===== config.mk =====
export PLATFORM = sky130hd
export DESIGN_NAME = cacheline_burst_adaptor_flat
export DESIGN_NICKNAME = d
export VERILOG_FILES = /design/src/rtl/cacheline_burst_adaptor_pkg.sv /design/src/rtl/cacheline_burst_adaptor_if.sv /design/src/rtl/cacheline_burst_adaptor.sv /design/src/flat_wrapper.sv
export SDC_FILE = /design/constraint.sdc
export NUM_CORES = 1
export LEC_CHECK = 0
export CORE_AREA = 4 4 276 278
export DETAILED_ROUTE_END_ITERATION = 16
export DIE_AREA = 0 0 280 282
export PLACE_DENSITY = 0.7
export SLEW_MARGIN = 5
export SYNTH_ARGS = -nofsm -noshare
export SYNTH_HDL_FRONTEND = slang
export SYNTH_SLANG_ARGS = --single-unit

===== constraint.sdc =====
create_clock -name clk -period 39.4 [get_ports clk]
set_input_delay 7.88 -clock clk [delete_from_list [all_inputs] [get_ports clk]]
set_output_delay 7.88 -clock clk [all_outputs]
set_load 0.005 [all_outputs]

===== src/rtl/cacheline_burst_adaptor_pkg.sv =====
// Shared types and default widths for the cacheline burst adaptor.
package cacheline_burst_adaptor_pkg;

  localparam int CLA_LINE_W  = 256;  // cacheline width in bits
  localparam int CLA_BURST_W = 64;   // memory bus beat width in bits
  localparam int CLA_ADDR_W  = 32;   // address width

  // Line-transfer controller states.
  typedef enum logic [1:0] {
    cla_idle,
    cla_read,
    cla_write,
    cla_done
  } cla_states;

endpackage


===== src/rtl/cacheline_burst_adaptor_if.sv =====
// Bus bundles around the adaptor: the line-level handshake towards
// ewb_control and the burst-level bus towards physical memory.

// Line side. master = requester (ewb_control), slave = adaptor.
interface cacheline_burst_adaptor_line_if
  import cacheline_burst_adaptor_pkg::*;
#(
  parameter int LINE_W = CLA_LINE_W,
  parameter int ADDR_W = CLA_ADDR_W
) ();

  logic [LINE_W-1:0] line_i;     // line to write
  logic [LINE_W-1:0] line_o;     // line returned by last completed read
  logic [ADDR_W-1:0] address_i;  // line address
  logic              read_i;     // line read request, held until resp_o
  logic              write_i;    // line write request, held until resp_o
  logic              resp_o;     // one-cycle completion pulse

  modport master (
    output line_i, address_i, read_i, write_i,
    input  line_o, resp_o
  );

  modport slave (
    input  line_i, address_i, read_i, write_i,
    output line_o, resp_o
  );

endinterface

// Memory side. master = adaptor, slave = memory model.
interface cacheline_burst_adaptor_mem_if
  import cacheline_burst_adaptor_pkg::*;
#(
  parameter int BURST_W = CLA_BURST_W,
  parameter int ADDR_W  = CLA_ADDR_W
) ();

  logic [BURST_W-1:0] burst_i;    // read beat from memory
  logic [BURST_W-1:0] burst_o;    // write beat to memory
  logic [ADDR_W-1:0]  address_o;  // line-aligned burst address
  logic               read_o;     // burst read, held for the whole burst
  logic               write_o;    // burst write, held for the whole burst
  logic               resp_i;     // one per beat: beat valid / accepted

  modport master (
    output burst_o, address_o, read_o, write_o,
    input  burst_i, resp_i
  );

  modport slave (
    input  burst_o, address_o, read_o, write_o,
    output burst_i, resp_i
  );

endinterface


===== src/rtl/cacheline_burst_adaptor.sv =====
// Cacheline burst adaptor: turns whole-line read/write requests into
// fixed-length bursts of BEATS beats on the memory bus, beat 0 = line LSBs.
module cacheline_burst_adaptor
  import cacheline_burst_adaptor_pkg::*;
#(
  parameter int LINE_W  = CLA_LINE_W,
  parameter int BURST_W = CLA_BURST_W,
  parameter int ADDR_W  = CLA_ADDR_W
) (
  input  logic                                 clk,
  input  logic                                 reset,
  cacheline_burst_adaptor_line_if.slave        line_bus,
  cacheline_burst_adaptor_mem_if.master        mem_bus
);

  localparam int BEATS    = LINE_W / BURST_W;
  localparam int CNT_W    = (BEATS > 1) ? $clog2(BEATS) : 1;
  localparam int OFFSET_W = $clog2(LINE_W / 8);
  localparam logic [CNT_W-1:0] LAST_BEAT = CNT_W'(BEATS - 1);

  cla_states          state;
  logic [CNT_W-1:0]   count;
  logic [CNT_W-1:0]   next_count;
  logic [LINE_W-1:0]  wr_line;       // write line captured at accept
  logic [LINE_W-1:0]  rd_line;       // read line, drives line_o
  logic [ADDR_W-1:0]  addr_q;        // line-aligned burst address
  logic [ADDR_W-1:0]  aligned_addr;
  logic [BURST_W-1:0] burst_q;
  logic               resp_q;
  logic               read_q;
  logic               write_q;

  assign next_count   = count + CNT_W'(1);
  assign aligned_addr = {line_bus.address_i[ADDR_W-1:OFFSET_W], {OFFSET_W{1'b0}}};

  // Byte-offset bits of the request address play no part: bursts are line aligned.
  logic unused_offset;
  assign unused_offset = ^line_bus.address_i[OFFSET_W-1:0];

  // Line-transfer FSM: accept a request, run the burst beat by beat, pulse resp.
  // NOTE: the line buffers sit under reset with the control state, because
  // line_o and burst_o are defined to read zero straight out of reset.
  always_ff @(posedge clk or posedge reset) begin
    if (reset) begin
      state   <= cla_idle;
      count   <= '0;
      wr_line <= '0;
      rd_line <= '0;
      addr_q  <= '0;
      burst_q <= '0;
      resp_q  <= 1'b0;
      read_q  <= 1'b0;
      write_q <= 1'b0;
    end else begin
      // NOTE: non-blocking everywhere here so each register samples the
      // pre-edge value of count/state regardless of statement order.
      case (state)
        cla_idle: begin
          // Write wins when both requests are up; resp_i is ignored here.
          if (line_bus.write_i) begin
            state   <= cla_write;
            write_q <= 1'b1;
            wr_line <= line_bus.line_i;
            burst_q <= line_bus.line_i[BURST_W-1:0];
            addr_q  <= aligned_addr;
            count   <= '0;
          end else if (line_bus.read_i) begin
            state  <= cla_read;
            read_q <= 1'b1;
            addr_q <= aligned_addr;
            count  <= '0;
          end
        end

        cla_read: begin
          if (mem_bus.resp_i) begin
            rd_line[count*BURST_W +: BURST_W] <= mem_bus.burst_i;
            if (count == LAST_BEAT) begin
              state  <= cla_done;
              count  <= '0;
              read_q <= 1'b0;
              resp_q <= 1'b1;
            end else begin
              count <= next_count;
            end
          end
        end

        cla_write: begin
          if (mem_bus.resp_i) begin
            if (count == LAST_BEAT) begin
              state   <= cla_done;
              count   <= '0;
              write_q <= 1'b0;
              resp_q  <= 1'b1;
              burst_q <= '0;
            end else begin
              count   <= next_count;
              burst_q <= wr_line[next_count*BURST_W +: BURST_W];
            end
          end
        end

        cla_done: begin
          // Requester drops its request after seeing resp, so IDLE is safe.
          resp_q <= 1'b0;
          state  <= cla_idle;
        end

        default: state <= cla_idle;
      endcase
    end
  end

  assign line_bus.line_o   = rd_line;
  assign line_bus.resp_o   = resp_q;
  assign mem_bus.burst_o   = burst_q;
  assign mem_bus.address_o = addr_q;
  assign mem_bus.read_o    = read_q;
  assign mem_bus.write_o   = write_q;

endmodule


===== src/flat_wrapper.sv =====
// flat-port wrapper written by rule: the top's interface ports become plain ports
module cacheline_burst_adaptor_flat import cacheline_burst_adaptor_pkg::*;
#(
  parameter int LINE_W  = CLA_LINE_W,
  parameter int BURST_W = CLA_BURST_W,
  parameter int ADDR_W  = CLA_ADDR_W
)
  (clk, reset, line_bus_line_i, line_bus_address_i, line_bus_read_i, line_bus_write_i, line_bus_line_o, line_bus_resp_o, mem_bus_burst_o, mem_bus_address_o, mem_bus_read_o, mem_bus_write_o, mem_bus_burst_i, mem_bus_resp_i);
  cacheline_burst_adaptor_line_if #(.LINE_W(LINE_W), .ADDR_W(ADDR_W)) line_bus_i ();
  cacheline_burst_adaptor_mem_if #(.BURST_W(BURST_W), .ADDR_W(ADDR_W)) mem_bus_i ();
  input  logic clk;
  input  logic reset;
  input wire logic [$bits(line_bus_i.line_i)-1:0] line_bus_line_i;
  input wire logic [$bits(line_bus_i.address_i)-1:0] line_bus_address_i;
  input wire logic [$bits(line_bus_i.read_i)-1:0] line_bus_read_i;
  input wire logic [$bits(line_bus_i.write_i)-1:0] line_bus_write_i;
  output wire logic [$bits(line_bus_i.line_o)-1:0] line_bus_line_o;
  output wire logic [$bits(line_bus_i.resp_o)-1:0] line_bus_resp_o;
  output wire logic [$bits(mem_bus_i.burst_o)-1:0] mem_bus_burst_o;
  output wire logic [$bits(mem_bus_i.address_o)-1:0] mem_bus_address_o;
  output wire logic [$bits(mem_bus_i.read_o)-1:0] mem_bus_read_o;
  output wire logic [$bits(mem_bus_i.write_o)-1:0] mem_bus_write_o;
  input wire logic [$bits(mem_bus_i.burst_i)-1:0] mem_bus_burst_i;
  input wire logic [$bits(mem_bus_i.resp_i)-1:0] mem_bus_resp_i;
  assign line_bus_i.line_i = line_bus_line_i;
  assign line_bus_i.address_i = line_bus_address_i;
  assign line_bus_i.read_i = line_bus_read_i;
  assign line_bus_i.write_i = line_bus_write_i;
  assign line_bus_line_o = line_bus_i.line_o;
  assign line_bus_resp_o = line_bus_i.resp_o;
  assign mem_bus_burst_o = mem_bus_i.burst_o;
  assign mem_bus_address_o = mem_bus_i.address_o;
  assign mem_bus_read_o = mem_bus_i.read_o;
  assign mem_bus_write_o = mem_bus_i.write_o;
  assign mem_bus_i.burst_i = mem_bus_burst_i;
  assign mem_bus_i.resp_i = mem_bus_resp_i;
  cacheline_burst_adaptor #(.LINE_W(LINE_W), .BURST_W(BURST_W), .ADDR_W(ADDR_W)) u_core (.clk(clk), .reset(reset), .line_bus(line_bus_i), .mem_bus(mem_bus_i));
endmodule

==> results.md, run 1 <==
* Final Power at 2.66 mW
* Fin crit period at 10.79 ns
* Vias at between 15k and 20k
* Port bufs at roughly 700
* DRT iter0 DRCs at 1108
* Initial antenna violation count at 19
* FF+latch count, synth at just over 600
* Period utilization at between 20% and 30%
* Max-slew violation count at 0
* Pwr/cell area at ~77 nW/µm²
* Clk Latency, worst-skew pair at around 0.6 ns
* Synthesis Warnings at 0
* CTS max path bufs at 3
* Fin. Hold Viols at 0
* Final HPWL DP at 55800 µm
* Critical-path cell list: clkdlybuf4s50_1 -> inv_8 -> buf_4 -> buf_4 -> buf_4
* Die width at between 200 and 300 µm
* Clk pwr share at 23.8%
* Worst path most repeated cell: buf_4
* Clock skew at ~0.02 ns
* RSZ-0062 raised after global routing: no
* Via/cell ratio at 5.34
* Max Cap Viol at 0
* CP Max Fanout at 133
* Post-cts sizing count at 0
* Maximum VDD drop at slightly below 0.04 mV
* Sequential share of the synthesized area at roughly 62%
* Ys flop type: dfrtp_1
* Commonest non-fill, non-tap cell in the layout: clkdlybuf4s50_1
* P_int at approximately 1.9 mW
* Least-Margin Pin Slew at between 1 and 1.5 ns
* Synth top area cells: dfrtp_1 62%, mux2_2 13%, a22o_1 9.1%, mux4_2 5.9%, a221o_1 2.6%
* Critical Path Max Stage Delay at 0.78 ns
* Avg Cell Area, Syn at between 15 and 20 µm²
* CP max-delay cell: buf_4
* Synth top area share at roughly 62%
* Grt ovf at 0
* Synthesized area at 24600 µm²
* Comb pwr share at 37.1%
* P_sw at about 0.80 mW
* Wirelength, routed at 81800 µm
* Row cnt at 100
* Hold-fix buffers at CTS at 0
* Crit path kind: in2async
* Post-CTS Setup Inserts at 0
* CTS buffer count at 69
* I/O pins at approximately 700
* Initial core utilization at 33.3%
* Mapped Cells at around 1.5k
* Htree depth at 3
* Clock Tree Root: clkbuf_16
* Flop pwr share at 39.1%
* P_leak at 14.8 nW
* Most frequent cells in the layout: 700 x clkdlybuf4s50_1, 609 x dfrtp_1, 283 x mux2_2
* Max-slew headroom at the worst pin at around a fifth
* Setup tns final at 0 ns
* Final Net Count at roughly 2.6k
* WL/cell at roughly 25 µm
* Die height at around 280 µm
* Vias in the first global route at around 18k
* CP Launch Type: input pin
* RePlAce Congestion at approximately 0.86
* 1st-pass router iterations at 5
* Post-synth top area cell: dfrtp_1
* Hold WC Path Type: reg2reg
* Final setup fails at 0
* Number of routed nets with antenna violations at 0
* Post-synthesis async set-or-reset flop share at 100%
* Status: completed
* Overall routing resource usage at about a fifth
* Core Region at 73900 µm²
* Clock transition at path regs at about 0.060 ns
* CP required at 40.03 ns
* First-pass GRT wire length at around 120000 µm
* Post-synth EDFFs at 0
* # DRC at 0
* Worst EP arrival at about 11 ns
* Clk sinks at 610
* Fmax at between 90 and 100 MHz
* Critical Path End Type: asynchronous set/reset pin
* Layout cells sized above 1 at 22.4%
* Yosys cell types at 38
* Die area at a little under 80000 µm²
* Largest net degree at the start of global routing at ~130
* Area delta synth->final at 40.8%
* Switching part of the total at 30.2%
* CTS tree: built
==> metrics by stage <==
| step | cells | util [%] | cell area, µm² | hold slack (ns) | setup slack, ns |
|---|---|---|---|---|---|
| 2_1_floorplan | 1549 | - | 24600 | 0.474 | 14.44 |
| 3_3_place_gp | 3103 | 43.7 | 32300 | 0.482 | 27.97 |
| 3_5_place_dp | 3103 | 43.7 | 32300 | 0.481 | 27.86 |
| 4_1_cts | 3225 | 46.8 | 34600 | 0.500 | 28.49 |
| 5_1_grt | 3238 | 46.8 | 34600 | 0.509 | 28.06 |
| 6_report | 3239 | 46.8 | 34600 | 0.496 | 28.61 |
==> registers in the layout, summed over array words and instances (netlist names) <==
register                  flops
u_core.mem_bus.address_o     27
u_core.mem_bus.write_o        1
u_core.mem_bus.read_o         1
u_core.mem_bus.burst_o       64
u_core.line_bus.line_o      256
u_core.count                  2
u_core.wr_line              256
u_core.line_bus.resp_o        1
u_core.state                  2
==> synth_stat cells (9+ instances only) <==
| cell | n |
|---|---|
| mux2_2 | 283 |
| buf_4 | 22 |
| dfrtp_1 | 610 |
| a221o_1 | 64 |
| buf_6 | 13 |
| a22o_1 | 256 |
| buf_2 | 51 |
| ha_1 | 12 |
| and4_1 | 64 |
| mux4_2 | 64 |
| clkbuf_1 | 51 |
| inv_1 | 9 |
==> worst paths after layout <==
kind | from | endpoint | slack (ns) | cells past startpoint
max in group clk | mem_bus_resp_i | u_core.line_bus.line_o[4] | 28.80 | 5
hold / removal | u_core.line_bus.line_o[176] | u_core.line_bus.line_o[176] | 0.50 | 1
hold reg to reg | u_core.line_bus.line_o[176] | u_core.line_bus.line_o[176] | 0.50 | 1
min in group asynchronous | reset | u_core.mem_bus.burst_o[12] | 7.82 | 2
setup / recovery | reset | u_core.wr_line[174] | 28.61 | 5
setup reg to reg | u_core.count[0] | u_core.mem_bus.burst_o[2] | 35.45 | 5
==> logic make-up (layout without fill, tap and decap cells) <==
logic type | Yosys count | in the layout | share of synthesized area [%]
AO/OA/AOI/OAI | 332 | 332 | 12.1
adder cells (fa/ha/maj) | 12 | 12 | 0.610
buffers and inverters | 150 | 857 | 3.28
flip-flops | 610 | 610 | 62.0
multiplexers | 349 | 349 | 18.9
other | 1 | 19 | 0.0152
AND/OR/NAND/NOR | 91 | 91 | 3.06
==> layout make-up <==
cell class                 count  area (µm²)
antenna                       14        35.0
tap                          969        1210
fill                        6371       39300
clock buffer                  93        1960
sequential                   610       15300
clock inverter                29         289
multi-input combinational    789        8630
timing repair buffer         725        7190
inverter                      10        45.0
==> worst max-delay path: cells and delay by family <==
kind	cells	cell delay, ns
buffers and inverters	5	3.25
==> layer usage <==
metal  wire [µm]  vias up  GRT usage, %
met5          70        -             0
met4        3200       12          8.40
met3        6170      181          5.30
met2       41600      717          34.0
met1       30700     9040          24.2
li1            -     7344             -
==> power by group through the flow <==
stage,Clock (mW),Sequential [mW],Combinational (mW)
after floorplan,0,1.01,0.570
after global placement,0,1.03,0.975
after detailed placement,0,1.05,0.999
after CTS,0.652,1.04,1.00
after global routing,0.679,1.07,1.05
final,0.634,1.04,0.987
Note: power is estimated with default switching activity, not from simulation.
==> inputs of run 2 (changes only) <==
==> constraint.sdc (replaced) <==
create_clock -name clk -period 10.17 [get_ports clk]
set_input_delay 2.034 -clock clk [delete_from_list [all_inputs] [get_ports clk]]
set_output_delay 2.034 -clock clk [all_outputs]
set_load 0.005 [all_outputs]
==> run 2 against run 1 <==
Net effect: worst setup slack worse by 23 ns; cell count is 0.15% higher; wire length is 1.2% higher; critical path type unchanged; largest power group unchanged.
==> results.md, run 2 (synthesis results as in run 1) <==
* Hold slack final at 0.498 ns (was 0.496 ns)
* Status: completed (unchanged)
* CP Max Fanout at 163 (was 133)
* Critical-path cell list: clkdlybuf4s50_1 -> clkinvlp_4 -> buf_12 -> buf_12 (was clkdlybuf4s50_1 -> inv_8 -> buf_4 -> buf_4 -> buf_4)
* Fin. Hold Viols at 0 (unchanged)
* Hold WC Path Type: reg2reg (unchanged)
* Grt ovf at 0 (unchanged)
* Core Region at 73900 µm² (unchanged)
* Period utilization at about two fifths
* P_int at 7.39 mW (was 1.86 mW)
* Hold_sp: u_core.line_bus.line_o[176] (unchanged)
* CP max-delay cell: buf_12 (was buf_4)
* Fmax at 243 MHz
* Die width at 280 µm (unchanged)
* Clock transition at path regs at 0.05 ns (was 0.06 ns)
* WL/cell at 25.5 µm (was 25.2 µm)
* Least-Margin Pin Slew at 1.21 ns (was 1.19 ns)
* Row cnt at 100 (unchanged)
* Wirelength, routed at 82700 µm (was 81800 µm)
* DRT iter0 DRCs at 1137 (was 1108)
* Placed insts at 3103 (unchanged)
* Maximum VDD drop at 0.231 mV (was 0.0394 mV)
* Max-slew headroom at the worst pin at 19.4% (was 20.4%)
* # DRC at 0 (unchanged)
* Area delta synth->final at 41.7% (was 40.8%)
* Reg-to-Reg Start: u_core.count[0] (unchanged)
* RSZ-0062 raised after global routing: no (unchanged)
* Via/cell ratio at 5.32 (was 5.34)
* Worst setup startpoint: reset (unchanged)
* P_sw at 3.15 mW (was 0.804 mW)
* Worst path most repeated cell: buf_12 (was buf_4)
* Setup tns final at 0 ns (unchanged)
* Filler Cell Count at 6390 (was 6371)
* Commonest non-fill, non-tap cell in the layout: clkdlybuf4s50_1 (unchanged)
* Crit path kind: in2async (unchanged)
* CP Launch Type: input pin (unchanged)
* RePlAce Congestion at 0.837 (was 0.863)
* CTS buffer count at 71 (was 69)
* Most frequent cells in the layout: 700 x clkdlybuf4s50_1, 609 x dfrtp_1, 283 x mux2_2 (unchanged)
* Clk sinks at 610 (unchanged)
* Vias at 17.3k (about the same)
* Final HPWL DP at 55700 µm (was 55800 µm)
* Max Cap Viol at 0 (unchanged)
* Initial antenna violation count at 17 (was 19)
* Clk pwr share at 25.2% (was 23.8%)
* Worst EP arrival at 4.70 ns (was 11.42 ns)
* Post-cts sizing count at 0 (unchanged)
* Clk Latency, worst-skew pair at 0.61 ns (was 0.60 ns)
* CTS tree: built (unchanged)
* Number of routed nets with antenna violations at 0 (unchanged)
* Layout cells sized above 1 at 22.5% (was 22.4%)
* I/O pins at 712 (unchanged)
* Final Net Count at 2576 (was 2574)
* Flop pwr share at 38.3% (was 39.1%)
* Switching part of the total at 29.9% (was 30.2%)
* Setup ws final at 6.06 ns (was 28.61 ns)
* Post-CTS Setup Inserts at 0 (unchanged)
* Die height at 282 µm (unchanged)
* P_leak at 14.9 nW (was 14.8 nW)
* Largest net degree at the start of global routing at 181 (was 134)
* Port bufs at 701 (unchanged)
* Critical Path End Type: asynchronous set/reset pin (unchanged)
* Post-Place Setup Slack at 5.48 ns (was 27.86 ns)
* Pwr/cell area at 302 nW/µm² (was 76.8 nW/µm²)
* Initial core utilization at 33.3% (unchanged)
* First-pass GRT wire length at 122000 µm (was 121000 µm)
* Die area at 79000 µm² (unchanged)
* Vias in the first global route at 18.6k (was 18.3k)
* Htree depth at 3 (unchanged)
* Overall routing resource usage at 20.2% (was 20.0%)
* CTS max path bufs at 3 (unchanged)
* Final setup fails at 0 (unchanged)
* Critical Path Max Stage Delay at 0.66 ns (was 0.78 ns)
* Clock Tree Root: clkbuf_16 (unchanged)
* Post-Layout Cell Count at 3244 (was 3239)
* 1st-pass router iterations at 5 (unchanged)
* Clock skew at 0.0281 ns (was 0.0199 ns)
* Final core occ at 47.2% (was 46.8%)
* Hold-fix buffers at CTS at 0 (unchanged)
* CP required at 10.76 ns (was 40.03 ns)
* Max-slew violation count at 0 (unchanged)
* Comb pwr share at 36.4% (was 37.1%)
* Fin crit period at 4.11 ns
==> run 2: cell types whose count changed in the layout (fill, tap and decap cells not counted), sizes merged <==
cell / previous run / this run
inv: 14 / 17
clkbuf: 93 / 95
bufinv: 2 / 8
clkinvlp: 1 / 3
diode: 14 / 13
clkinv: 22 / 15
==> run 2: final timing paths <==
kind / depth (start not counted) / end / slack (ns)
max in group clk: 6 / u_core.line_bus.line_o[200] / 6.09
min reg2reg: 1 / u_core.line_bus.line_o[176] / 0.50
max reg2reg: 5 / u_core.mem_bus.burst_o[8] / 6.30
min in group asynchronous: 2 / u_core.wr_line[67] / 1.94
max: 4 / u_core.wr_line[243] / 6.06
min: 1 / u_core.line_bus.line_o[176] / 0.50
==> run 2: stage by stage <==
stage	power, mW	area, µm²
floorplan	6.12	24600
global placement	7.79	32400
detailed placement	7.96	32400
CTS	10.7	34800
global route	11.1	34900
finish	10.5	34900
==> run 2: area by class of cell <==
| type | count | area (µm²) | area share, % |
|---|---|---|---|
| clock buffers | 95 | 2010 | 5.76 |
| multi-input cells | 789 | 8610 | 24.7 |
| flip-flops and latches | 610 | 15300 | 43.8 |
| repair buffers | 725 | 7250 | 20.8 |
| inverters | 10 | 41.3 | 0.118 |
| diodes | 13 | 32.5 | 0.0933 |
| well taps | 969 | 1210 | 3.48 |
| clock inverters | 33 | 443 | 1.27 |
==> run 2: critical path, delay by kind of cell <==
kind,cells,cell delay [ns]
buffers and inverters,4,2.21
==> run 2: power by group through the flow <==
stage | clock network [mW] | registers, mW | logic [mW]
3_5_place_dp | 0 | 4.06 | 3.90
5_1_grt | 2.83 | 4.14 | 4.10
3_3_place_gp | 0 | 3.99 | 3.80
4_1_cts | 2.73 | 4.03 | 3.91
6_report | 2.66 | 4.04 | 3.84
2_1_floorplan | 0 | 3.91 | 2.21
==> run 2: metal layers <==
metal | GRT usage [%] | vias up | routed length, µm
li1 | - | 7341 | -
met4 | 8.93 | 4 | 3420
met1 | 24.7 | 8957 | 31500
met5 | 0 | - | 27
met2 | 33.3 | 773 | 40700
met3 | 6.19 | 187 | 7120
